===== config.mk =====
export PLATFORM = sky130hd
export DESIGN_NAME = control_ajuste_fecha
export DESIGN_NICKNAME = d
export VERILOG_FILES = /design/src/rtl/control_ajuste_fecha.sv
export SDC_FILE = /design/constraint.sdc
export NUM_CORES = 1
export LEC_CHECK = 0
export ABC_AREA = 1
export BUFFER_PORTS_ARGS = -buffer_cell sky130_fd_sc_hd__buf_2
export CAP_MARGIN = 20
export CORE_UTILIZATION = 63
export DETAILED_ROUTE_END_ITERATION = 7
export MAX_ROUTING_LAYER = met4
export PLACE_DENSITY = 0.85
export RECOVER_POWER = 50
export SYNTH_ARGS = -nofsm -noshare
export SYNTH_HDL_FRONTEND = slang
export SYNTH_SLANG_ARGS = --single-unit
export TNS_END_PERCENT = 5

===== constraint.sdc =====
create_clock -name clk -period 2.9 [get_ports clk]
set_input_delay 0 -clock clk [delete_from_list [all_inputs] [get_ports clk]]
set_output_delay 0 -clock clk [all_outputs]
set_load 0.03 [all_outputs]

===== src/rtl/control_ajuste_fecha.sv =====
// Date-setting controller: buttons -> single-cycle inc/dec strobes for day/month/year,
// with day clamping after month/year changes. Optional auto-repeat via `AUTOREPEAT_EN.
// Ports: clk, reset_n (async, active-low); btn_mode/btn_up/btn_down raw buttons;
//   month_in[3:0], day_in[4:0], leap_in from the counters; field[1:0], setting;
//   day/month/year inc/dec strobes; day_load + day_load_val[4:0] clamp load.
`timescale 1ns/1ps

module control_ajuste_fecha #(
    parameter int CNT_W          = 32,
    parameter int HOLD_CYCLES    = 50_000_000,
    parameter int REPEAT_CYCLES  = 10_000_000,
    parameter int TIMEOUT_CYCLES = 1_000_000_000
) (
    input  logic       clk,
    input  logic       reset_n,
    input  logic       btn_mode,
    input  logic       btn_up,
    input  logic       btn_down,
    input  logic [3:0] month_in,
    input  logic [4:0] day_in,
    input  logic       leap_in,
    output logic [1:0] field,
    output logic       setting,
    output logic       day_inc,
    output logic       day_dec,
    output logic       month_inc,
    output logic       month_dec,
    output logic       year_inc,
    output logic       year_dec,
    output logic       day_load,
    output logic [4:0] day_load_val
);

    typedef enum logic [1:0] {
        ST_RUN   = 2'd0,
        ST_DAY   = 2'd1,
        ST_MONTH = 2'd2,
        ST_YEAR  = 2'd3
    } state_t;

    localparam logic [CNT_W-1:0] LP_TO_LAST = CNT_W'(TIMEOUT_CYCLES - 1);

    state_t           r_state;
    logic             r_setting;
    logic [2:0]       r_mode_sh, r_up_sh, r_dn_sh;
    logic [CNT_W-1:0] r_idle;
    logic             r_def_v, r_def_dn;
    logic             r_clamp_pend;
    logic             r_day_inc, r_day_dec, r_month_inc, r_month_dec;
    logic             r_year_inc, r_year_dec;
    logic             r_day_load;
    logic [4:0]       r_day_load_val;

    logic       w_mode_rise, w_up_rise, w_dn_rise, w_both;
    logic       w_rep_up, w_rep_dn;
    logic       w_up_new, w_dn_new, w_new_any;
    logic       w_in_set, w_act, w_timeout, w_hold_off;
    logic       w_emit, w_emit_dn;
    logic [4:0] w_max;
    state_t     w_next;

    // [0],[1] form the synchronizer; [2] is the previous value for edge detection
    always_ff @(posedge clk or negedge reset_n) begin
        if (!reset_n) begin
            r_mode_sh <= 3'b000;
            r_up_sh   <= 3'b000;
            r_dn_sh   <= 3'b000;
        end else begin
            r_mode_sh <= {r_mode_sh[1:0], btn_mode};
            r_up_sh   <= {r_up_sh[1:0], btn_up};
            r_dn_sh   <= {r_dn_sh[1:0], btn_down};
        end
    end

    assign w_mode_rise = r_mode_sh[1] & ~r_mode_sh[2];
    assign w_up_rise   = r_up_sh[1] & ~r_up_sh[2];
    assign w_dn_rise   = r_dn_sh[1] & ~r_dn_sh[2];
    assign w_both      = r_up_sh[1] & r_dn_sh[1];
    assign w_in_set    = (r_state != ST_RUN);
    assign w_act       = w_mode_rise | w_up_rise | w_dn_rise;
    assign w_timeout   = w_in_set & ~w_act & (r_idle == LP_TO_LAST);
    assign w_next      = state_t'(r_state + 2'd1);

    // A month/year strobe on the outputs now means a clamp is computed next cycle
    assign w_hold_off = r_month_inc | r_month_dec | r_year_inc | r_year_dec;

`ifdef AUTOREPEAT_EN
    localparam logic [CNT_W-1:0] LP_HOLD   = CNT_W'(HOLD_CYCLES);
    localparam logic [CNT_W-1:0] LP_RELOAD =
        CNT_W'(HOLD_CYCLES - REPEAT_CYCLES + 1);

    logic [CNT_W-1:0] r_hold;
    logic             w_hold_up, w_hold_dn, w_hold_ok, w_fire;

    assign w_hold_up = r_up_sh[1] & ~r_dn_sh[1];
    assign w_hold_dn = r_dn_sh[1] & ~r_up_sh[1];
    assign w_hold_ok = w_in_set & ~w_mode_rise & ~w_timeout &
                       (w_hold_up | w_hold_dn);
    assign w_fire    = w_hold_ok & (r_hold == LP_HOLD);
    assign w_rep_up  = w_fire & w_hold_up;
    assign w_rep_dn  = w_fire & w_hold_dn;

    // Counts cycles held since the edge; reload makes later fires REPEAT apart
    always_ff @(posedge clk or negedge reset_n) begin
        if (!reset_n) begin
            r_hold <= '0;
        end else if (!w_hold_ok) begin
            r_hold <= '0;
        end else if (w_up_rise | w_dn_rise) begin
            r_hold <= CNT_W'(1);
        end else if (w_fire) begin
            r_hold <= LP_RELOAD;
        end else begin
            r_hold <= r_hold + CNT_W'(1);
        end
    end
`else
    assign w_rep_up = 1'b0;
    assign w_rep_dn = 1'b0;
`endif

    assign w_up_new  = (w_up_rise | w_rep_up) & ~w_both;
    assign w_dn_new  = (w_dn_rise | w_rep_dn) & ~w_both;
    assign w_new_any = w_up_new | w_dn_new;

    // A deferred request takes priority over a fresh one
    assign w_emit    = w_in_set & ~w_mode_rise & ~w_timeout & ~w_hold_off &
                       (r_def_v | w_new_any);
    assign w_emit_dn = r_def_v ? r_def_dn : w_dn_new;

    always_comb begin
        w_max = 5'd31;
        case (month_in)
            4'd4, 4'd6, 4'd9, 4'd11: w_max = 5'd30;
            4'd2:                    w_max = leap_in ? 5'd29 : 5'd28;
            default:                 w_max = 5'd31;
        endcase
    end

    always_ff @(posedge clk or negedge reset_n) begin
        if (!reset_n) begin
            r_state        <= ST_RUN;
            r_setting      <= 1'b0;
            r_idle         <= '0;
            r_def_v        <= 1'b0;
            r_def_dn       <= 1'b0;
            r_clamp_pend   <= 1'b0;
            r_day_inc      <= 1'b0;
            r_day_dec      <= 1'b0;
            r_month_inc    <= 1'b0;
            r_month_dec    <= 1'b0;
            r_year_inc     <= 1'b0;
            r_year_dec     <= 1'b0;
            r_day_load     <= 1'b0;
            r_day_load_val <= 5'd0;
        end else begin
            r_day_inc    <= 1'b0;
            r_day_dec    <= 1'b0;
            r_month_inc  <= 1'b0;
            r_month_dec  <= 1'b0;
            r_year_inc   <= 1'b0;
            r_year_dec   <= 1'b0;
            r_day_load   <= 1'b0;
            r_clamp_pend <= w_hold_off;

            if (r_clamp_pend && (day_in > w_max)) begin
                r_day_load     <= 1'b1;
                r_day_load_val <= w_max;
            end

            if (!w_in_set || w_mode_rise || w_timeout) begin
                r_idle  <= '0;
                r_def_v <= 1'b0;
                if (w_mode_rise) begin
                    r_state   <= w_next;
                    r_setting <= (w_next != ST_RUN);
                end else if (w_timeout) begin
                    r_state   <= ST_RUN;
                    r_setting <= 1'b0;
                end
            end else begin
                r_idle <= w_act ? '0 : r_idle + CNT_W'(1);
                if (w_hold_off) begin
                    // Hold a new request one cycle while the clamp is evaluated
                    if (!r_def_v && w_new_any) begin
                        r_def_v  <= 1'b1;
                        r_def_dn <= w_dn_new;
                    end
                end else begin
                    r_def_v  <= r_def_v & w_new_any;
                    r_def_dn <= w_dn_new;
                end
            end

            if (w_emit) begin
                case (r_state)
                    ST_DAY: begin
                        r_day_inc <= ~w_emit_dn;
                        r_day_dec <= w_emit_dn;
                    end
                    ST_MONTH: begin
                        r_month_inc <= ~w_emit_dn;
                        r_month_dec <= w_emit_dn;
                    end
                    ST_YEAR: begin
                        r_year_inc <= ~w_emit_dn;
                        r_year_dec <= w_emit_dn;
                    end
                    default: ;
                endcase
            end
        end
    end

    assign field        = r_state;
    assign setting      = r_setting;
    assign day_inc      = r_day_inc;
    assign day_dec      = r_day_dec;
    assign month_inc    = r_month_inc;
    assign month_dec    = r_month_dec;
    assign year_inc     = r_year_inc;
    assign year_dec     = r_year_dec;
    assign day_load     = r_day_load;
    assign day_load_val = r_day_load_val;

endmodule

==> results of run 1 <==
-- metrics by stage --
stage | utilization [%] | cells | hold slack, ps | setup WS (ps)
6_report | 75.9 | 476 | 18.4 | 889
5_1_grt | 75.9 | 476 | 38.7 | 433
4_1_cts | 76.3 | 476 | 6.66 | 908
3_5_place_dp | 70.6 | 454 | 109 | 932
3_3_place_gp | 70.6 | 454 | 109 | 1060
2_1_floorplan | - | 377 | -296 | 1190
-- worst max-delay path: cells and delay by family, from the launching register on --
family / cells / cell delay (ps)
flops: 1 / 410
simple gates: 6 / 1190
fa+ha+maj: 1 / 240
buf+inv: 1 / 60
-- synthesized netlist by cell type, types with 2 or more instances --
cell type / n / share of area (%)
a21oi_1: 2 / 0.34
buf_4: 2 / 0.51
buf_6: 2 / 0.77
dfrtp_1: 57 / 48
ha_1: 8 / 3.4
inv_1: 37 / 4.7
nand2_1: 109 / 14
nand3_1: 18 / 3.1
nand4_1: 6 / 1.3
nor2_1: 93 / 12
nor2_2: 2 / 0.43
o21ai_0: 6 / 1.0
or2_2: 2 / 0.43
xnor2_1: 4 / 1.2
xor2_1: 20 / 6.0
-- report_power, final --
| group | internal [mW] | switching [mW] | total, mW | leakage (nW) |
|---|---|---|---|---|
| Combinational | 0.0639 | 0.167 | 0.231 | 0.632 |
| Clock | 0.381 | 0.322 | 0.703 | 0.0919 |
| Sequential | 0.829 | 0.0280 | 0.857 | 0.768 |
| Total | 1.27 | 0.516 | 1.79 | 1.49 |
-- sequential cells by signal (all words and copies together), names as in the netlist --
register	count
r_idle	32
day_load	1
year_dec	1
r_mode_sh	3
field	2
r_clamp_pend	1
month_inc	1
r_def_v	1
day_dec	1
year_inc	1
day_inc	1
setting	1
r_dn_sh	3
month_dec	1
r_def_dn	1
r_up_sh	3
day_load_val	3
-- logic make-up after synthesis --
logic type	Yosys count
adders and majority gates	8
DFF	57
muxes	1
AOI/OAI and AO/OA	9
buffers and inverters	43
xor gates and xnor gates	24
and+or+nand+nor	235
-- timing repair --
item | 4_1_cts | 5_1_grt
setup endpoints to repair | 0 | 0
hold buffers | 6 | 0
endpoints found under the hold margin | 43 | 0
-- area by class of cell --
cell class                 count  area [sq um]  share of cell area [%]
tap                           52          65.1                    1.94
clock inverter                 3          23.8                   0.710
clock buffer                  13           169                    5.04
timing repair buffer          36           193                    5.75
sequential                    57          1430                    42.6
multi-input combinational    277          1330                    39.7
inverter                      38           143                    4.26
-- worst paths after layout --
kind | startpoint | to | slack [ps] | cells after the start
worst max-delay path | r_idle[0] | r_idle[18] | 890 | 8
worst min-delay path | month_in[2] | day_load_val[1] | 20 | 4
worst max register to register | r_idle[0] | r_idle[18] | 890 | 8
worst min register to register | r_mode_sh[0] | r_mode_sh[1] | 360 | 0
max in group asynchronous | reset_n | r_idle[11] | 950 | 2
min in group asynchronous | reset_n | day_load_val[0] | 780 | 2
-- per-layer routing --
layer | vias up | GRT usage (%)
met5 | - | -
met4 | 0 | 13.8
met3 | 25 | 8.95
met2 | 84 | 45.4
met1 | 1175 | 36.9
li1 | 1240 | -
==> run metrics, run 1 <==
GPL Wtd Cong=about 0.92; Die Wd=70.3 um; remaining antenna violation count=0; HPWL Detailed=~4300 um; Async SR Flop Fraction=100%; number of global-route vias before repair=approximately 2500; fin. max-slew vios=between 40 and 50; clock root buffer=clkbuf_8; CP startpoint kind=flip-flop; DR top layer=met4; Compound-Gate Fraction of Synth Area=about 1.6%; sequential share of the synthesized area=about half; routed len/inst=13.3 um; xor and xnor area share after synthesis=7.15%; Iter 0 DRT Violations=245; Leakage=~1.5 nW; FILL cells=335; IO Port Bufs=29; worst slew pin tran=slightly above 2000 ps; global-route wire length before repair=between 10000 and 15000 um; worst-case clock buffer depth=2; CTS tree=built; worst-path cell with the longest stage delay=nand3_2; row count=24; CTS Sinks=57; Total Wirelength=between 6000 and 7000 um; core area=0.00441 sq mm; clock transition at the registers of the reported paths=~70 ps; Hold/Removal Path Class=in2reg; Post-DP Area=0.00312 sq mm; max_cap viols=1; Simple-Gate Fraction of Synth Area=between 30% and 40%; Post-synth EDFFs=0; Max rail drop VDD=around 0.44 mV; Vias=2524; total track usage=about 30%; fin nets=442; most frequent cells in the layout=nand2_1, nor2_1, dfrtp_1; CTS H-tree lvls=3; TritonCTS buffer count=9; syn_nets=400; Yosys cell types=24; setup TNS=0 ps; Starting Density=between 60% and 70%; I/O pins=30; Worst Setup Path Type=reg2reg; Final Setup Violations=0; FMAX=a little under 0.5 GHz; commonest non-fill, non-tap cell in the layout=nand2_1; Syn Area/Cell=between 7 and 8 sq um; Power Dens Cells=about 530 mW/mm^2; Die Height=roughly 70 um; failing checks=max-capacitance violations, max-slew violations; Syn. warnings=0; Mapped Cells=377; initial antenna violation count=0; status=finished with violations; synthesis-to-layout area growth=13.9%; CP Cell Sequence=ha_1, nand3_1, inv_2, nand2_2, nor2_4, nand3_4, nand3_2, nor2_1; Arr. time, crit path=2260 ps; ANT cells=0; final hold vios=0; Post-Synth Adder-Cell Area=~3.4%; Netlist Area Pre-Place=0.00294 sq mm; Clock Skew=8.99 ps; PostCTS Resize Cnt=0; #FFs+latches synth=57; Critical Path Max Stage Delay=between 400 and 500 ps; met3 routed WL=412 um; fin area=roughly 0.0033 sq mm; post-layout min period=2010 ps; DR vias/cell=5.30; gr ovfl total=0; fin crit share=roughly 70%; largest net degree at the start of global routing=41; layout cells sized above 1=a little under a tenth; die area=between 0.004 and 0.005 sq mm; setup bufs post-CTS=0; CP max FO=29; endpoint class of the critical path=flip-flop; largest family of logic cells by synthesized area=simple AND/OR/NAND/NOR gates; slew margin rel.=-36.1%; multiplexer area fraction after synthesis=0.383%; Skew-Pair Late Insertion Delay=340 ps; met1 wire length=~2700 um; Req. time, crit path=approximately 3200 ps; RSZ-0062 raised after global routing=no; First-pass DRT Iterations=4; drc violations=0; Final Power=between 1.5 and 2 mW; ys flop type=dfrtp_1; WL met2=3040 um
No activity file was read; power rests on OpenSTA's default activity.
==> run 2: changes to the inputs <==
- CORE_UTILIZATION: 63 -> 53
- PLACE_DENSITY: 0.85 -> 0.77
- clock period: 2.9 -> 1.65 ns (I/O delays scaled with it)
==> run 2 against run 1 <==
Register-to-register slack worse by 750 ps. Critical path type unchanged. Critical endpoint is now r_idle[6]. Clock power increased by 98%. Design area grew 4.9%. The flow now finishes without violations. Hold slack worse by 7.7 ps. Sequential share of layout area is 1.9 points lower.
==> run metrics, run 2 (synthesis gave the netlist of run 1 again) <==
fin. max-slew vios=0 (-100%); Max rail drop VDD=0.727 mV (+63%); final worst slack=140 ps (-749 ps); clock transition at the registers of the reported paths=70 ps (about the same); I/O pins=30 (unchanged); Final Power=3.36 mW (+88%); die area=0.00585 sq mm (+18%); clock root buffer=clkbuf_8; First-pass DRT Iterations=4 (unchanged); Post-DP Area=0.00323 sq mm (+3.8%); worst-case clock buffer depth=2 (unchanged); Arr. time, crit path=1720 ps (-540 ps); status=completed; Total Wirelength=6160 um (-2.7%); number of global-route vias before repair=2475 (+0.49%); gr ovfl total=0 (unchanged); total track usage=24.6% (-5.3 points); Die Wd=76.5 um (+8.8%); Vias=2506 (-0.71%); fin crit share=91.5% (+22 points); remaining antenna violation count=0 (unchanged); Critical Path Max Stage Delay=360 ps (-90 ps); post-layout min period=1510 ps (-501 ps); DR vias/cell=5.00 (-5.7%); most frequent cells in the layout=nand2_1, nor2_1, dfrtp_1; GPL Wtd Cong=0.934 (+1.5%); core area=0.00524 sq mm (+19%); routed len/inst=12.3 um (-7.6%); most used cell, CP=nand3_4; largest net degree at the start of global routing=21 (-49%); endpoint class of the critical path=flip-flop; CTS H-tree lvls=3 (unchanged); Clock Skew=10.3 ps (+1.35 ps); Final Setup Violations=0 (unchanged); Layout Cells excl Fill=501 (+5.3%); Power Dens Cells=957 mW/mm^2 (+79%); worst slew pin tran=1010 ps (-1030 ps); CP max FO=14 (-52%); commonest non-fill, non-tap cell in the layout=nand2_1; FMAX=0.662 GHz (+33%); Leakage=1.58 nW (+6.1%); fin nets=449 (+1.6%); CTS tree=built; max reg flops=32 (unchanged); Req. time, crit path=1860 ps (-1290 ps); drc violations=0 (unchanged); synthesis-to-layout area growth=19.5%; Worst Setup Path Type=reg2reg; HPWL Detailed=4620 um (+7.0%); final hold vios=0 (unchanged); slew margin rel.=32.4% (+68 points); CP startpoint kind=flip-flop; WHS=10.7 ps (-7.67 ps); Skew-Pair Late Insertion Delay=340 ps (about the same); TritonCTS buffer count=9 (unchanged); Hold/Removal Path Class=in2reg; Iter 0 DRT Violations=210 (-14%); max_cap viols=0 (-1); dpl ws=26.6 ps (-905 ps); Die Height=76.5 um (+8.8%); layout cells sized above 1=15.1% (+5.9 points); initial antenna violation count=0 (unchanged); CTS Sinks=57 (unchanged); worst-path cell with the longest stage delay=dfrtp_1; fin area=0.00351 sq mm (+4.9%); CP Cell Sequence=ha_1, nand3_2, inv_2, nand2_2, nor2_4, nand3_4, nand3_4, buf_12, nor2_1; placed cells=481 (+5.9%); Most flops, register=r_idle; global-route wire length before repair=10800 um (-0.63%); row count=26 (+8.3%); IO Port Bufs=29 (unchanged); Starting Density=56.2% (-10 points); ANT cells=0 (unchanged)
[run 2: changes by cell type in the layout (fill, tap and decap cells not counted), sizes merged]
cell and change:
clkbuf -10, bufinv +2, dlygate4sd3 -2, buf +17
[run 2: cell type report]
cell class,instances,area [sq um]
Tap cell,70,87.6
Clock buffer,11,131
Multi-Input combinational cell,277,1370
Sequential cell,57,1430
Clock inverter,5,80.1
Timing Repair Buffer,43,274
Inverter,38,143
Fill cell,457,1720
[run 2: metal layers]
metal  vias up  share of wire (%)  GRT usage, %
met4         0                2.1          11.9
li1       1254                  -             -
met2        61                 48          38.6
met1      1178                 46          30.3
met3        13                4.4          5.03
met5         -                  0             -
[run 2: worst paths after layout]
check | depth (start not counted) | to | from | slack, ps
worst max-delay path | 9 | r_idle[6] | r_idle[0] | 140
worst min-delay path | 4 | day_load_val[1] | month_in[2] | 10
worst max register to register | 9 | r_idle[6] | r_idle[0] | 140
worst min register to register | 0 | r_up_sh[1] | r_up_sh[0] | 370
max in group asynchronous | 3 | r_idle[13] | reset_n | 310
min in group asynchronous | 2 | r_mode_sh[1] | reset_n | 360
[run 2: critical path: cells and delay by family (launching register included)]
kind | cells | cell delay [ps]
and+or+nand+nor | 6 | 590
DFF | 1 | 360
buffers and inverters | 2 | 220
adders and majority gates | 1 | 210
[run 2: what timing repair did]
action	CTS	global route
pin swaps	0	1
gates resized for setup	1	9
buffers inserted	0	0
setup endpoints to repair	1	34
hold buffers	4	0
endpoints found under the hold margin	21	0
[run 2: power breakdown]
group          internal [mW]  switching, mW
Clock                  0.848          0.541
Sequential              1.46         0.0430
Combinational          0.164          0.308
[run 2: stage by stage]
| stage | util [%] | TNS (ps) |
|---|---|---|
| 5_1_grt | 67.1 | -3.70 |
| 4_1_cts | 66.6 | 0 |
| 2_1_floorplan | - | 0 |
| 6_report | 67.1 | 0 |
| 3_3_place_gp | 61.8 | 0 |
| 3_5_place_dp | 61.8 | 0 |
==> run 3: changes to the inputs <==
--- a/config.mk
+++ b/config.mk
@@ -12,5 +12,5 @@
 export DETAILED_ROUTE_END_ITERATION = 7
 export MAX_ROUTING_LAYER = met4
-export PLACE_DENSITY = 0.77
+export PLACE_DENSITY_LB_ADDON = 0.3
 export RECOVER_POWER = 50
 export SYNTH_ARGS = -nofsm -noshare
==> constraint.sdc (replaced) <==
create_clock -name clk -period 1.65 [get_ports clk]
set_input_delay 0.33 -clock clk [delete_from_list [all_inputs] [get_ports clk]]
set_output_delay 0.33 -clock clk [all_outputs]
set_load 0.03 [all_outputs]
==> run 3 against run 2 <==
Flip-flop and latch count is the same. Critical path type unchanged. Clock skew increased by 0.61 ps. Critical endpoint is now r_idle[3]. Total power shrank 0.14%. Design area is 0.71% higher. Combinational power up 3%. Final cell count did not move. Register-to-register slack got worse by 50 ps. Non-clock buffer count unchanged. Critical path depth unchanged. Largest power group unchanged.
==> run metrics, run 3 (synthesis gave the netlist of run 1 again) <==
Sw Ratio=28.9% (+2.4 points); fin nets=449 (unchanged); CTS H-tree lvls=3 (unchanged); placed cells=483 (+0.42%); Worst Setup Path Type=reg2reg; Most flops, register=r_idle; Req. time, crit path=1880 ps (+20 ps); Die Wd=76.5 um (unchanged); Starting Density=56.2% (unchanged); gr ovfl total=0 (unchanged); DR vias/cell=5.11 (+2.1%); layout cells sized above 1=19.0% (+3.9 points); max_cap viols=0 (unchanged); core area=0.00524 sq mm (unchanged); Iter 0 DRT Violations=229 (+9.0%); drc violations=0 (unchanged); P_int=2.39 mW (-3.4%); sequential share of power=44.8% (about the same); CP max FO=14 (unchanged); worst slew pin tran=775 ps (-239 ps); ANT cells=0 (unchanged); Layout Cells excl Fill=501 (unchanged); CP startpoint kind=flip-flop; Max rail drop VDD=0.719 mV (-1.1%); commonest non-fill, non-tap cell in the layout=nand2_1; Power Dens Cells=949 mW/mm^2 (-0.85%); clock share of power=40.7% (-0.6 points); total track usage=24.7% (+0.13 points); most frequent cells in the layout=nand2_1, nor2_1, dfrtp_1; post-layout min period=1560 ps (+49.4 ps); setup TNS=0 ps (unchanged); TritonCTS buffer count=9 (unchanged); most used cell, CP=nand3_4; I/O pins=30 (unchanged); IO Port Bufs=29 (unchanged); Clock Skew=11.0 ps (+0.614 ps); delay-heaviest family, CP=simple AND/OR/NAND/NOR gates; Total Wirelength=6330 um (+2.9%); Hold/Removal Path Class=in2reg; initial antenna violation count=0 (unchanged); final hold vios=0 (unchanged); row count=26 (unchanged); dpl ws=-221 ps (-247 ps); HPWL Detailed=4310 um (-6.8%); First-pass DRT Iterations=5 (+1); switching pwr=0.971 mW (+9.0%); combinational share of power=14.4% (+0.4 points); FMAX=0.641 GHz (-3.2%); Final Setup Violations=0 (unchanged); global-route wire length before repair=10900 um (+1.0%); synthesis-to-layout area growth=20.3%; max reg flops=32 (unchanged); largest net degree at the start of global routing=58 (+180%); CP Cell Sequence=ha_2, nand3_2, inv_2, nand2_2, nor2_4, nand3_4, nand3_4, clkbuf_16, nor2_1; Final Power=3.36 mW (-0.14%); status=completed; Leakage=1.62 nW (+2.6%); number of global-route vias before repair=2469 (-0.24%); Skew-Pair Late Insertion Delay=340 ps (about the same); remaining antenna violation count=0 (unchanged); die area=0.00585 sq mm (unchanged); final worst slack=90.5 ps (-49.4 ps); clock transition at the registers of the reported paths=80 ps (about the same); GPL Wtd Cong=0.973 (+4.1%); fin crit share=94.5% (+3.0 points); worst-case clock buffer depth=2 (unchanged); slew margin rel.=48.3% (+16 points); FILL cells=460 (+0.66%); worst-path cell with the longest stage delay=dfrtp_1; CTS Sinks=57 (unchanged); Arr. time, crit path=1780 ps (+60 ps); critical path buffer and inverter count=2 (unchanged); Die Height=76.5 um (unchanged); clock root buffer=clkbuf_8; fin. max-slew vios=0 (unchanged); routed len/inst=12.6 um (+2.9%); CTS tree=built; endpoint class of the critical path=flip-flop; Vias=2559 (+2.1%); Critical Path Max Stage Delay=390 ps (+30 ps)
==> run 3: area by class of cell <==
class | count | area (sq um) | area share [%]
flip-flops and latches | 57 | 1430 | 40.4
clock inverters | 6 | 73.8 | 2.09
multi-input cells | 277 | 1380 | 39.1
repair buffers | 43 | 283 | 7.99
clock buffers | 10 | 138 | 3.89
inverters | 38 | 145 | 4.10
well taps | 70 | 87.6 | 2.47
==> run 3: metal layers <==
layer	share of wire [%]	vias to the layer above	GRT usage (%)
li1	-	1256	-
met1	43	1187	30.9
met2	48	107	38.7
met3	7.8	9	7.07
met4	1.3	0	7.88
met5	0	-	-
==> run 3: path summary, 6_finish.rpt <==
path | start | to | slack [ps] | cells after the start
max in group asynchronous | reset_n | field[1] | 380 | 3
worst max-delay path | r_idle[0] | r_idle[3] | 90 | 9
worst min-delay path | btn_mode | r_mode_sh[0] | 90 | 1
worst max register to register | r_idle[0] | r_idle[3] | 90 | 9
min in group asynchronous | reset_n | year_dec | 730 | 3
worst min register to register | r_dn_sh[0] | r_dn_sh[1] | 360 | 0
==> run 3: power by group through the flow <==
| stage | combinational, mW | clock (mW) | sequential (mW) |
|---|---|---|---|
| after floorplan | 0.234 | 0 | 1.59 |
| after global placement | 0.440 | 0 | 1.53 |
| after detailed placement | 0.451 | 0 | 1.53 |
| after CTS | 0.456 | 1.39 | 1.50 |
| after global routing | 0.543 | 1.46 | 1.52 |
| final | 0.485 | 1.37 | 1.51 |
==> run 3: what timing repair did <==
item | in CTS | in global routing
hold buffers | 1 | 0
setup endpoints to repair | 0 | 36
hold endpoints to repair | 37 | 0
setup buffers | 0 | 0
resized for setup | 0 | 12
==> run 3: worst register-to-register path: cells and delay by family (launching register included) <==
family / cells / cell delay (ps)
buffers and inverters: 2 / 260
adders and majority gates: 1 / 220
DFF: 1 / 390
and+or+nand+nor: 6 / 590
==> run 3: per-stage QoR <==
stage	utilization (%)	instance area [sq um]	hold WS [ps]
3_5_place_dp	62.3	3260	336
3_3_place_gp	62.3	3260	332
6_report	67.6	3540	85.6
5_1_grt	67.6	3540	63.9
2_1_floorplan	-	2960	34.4
4_1_cts	66.5	3480	75.2
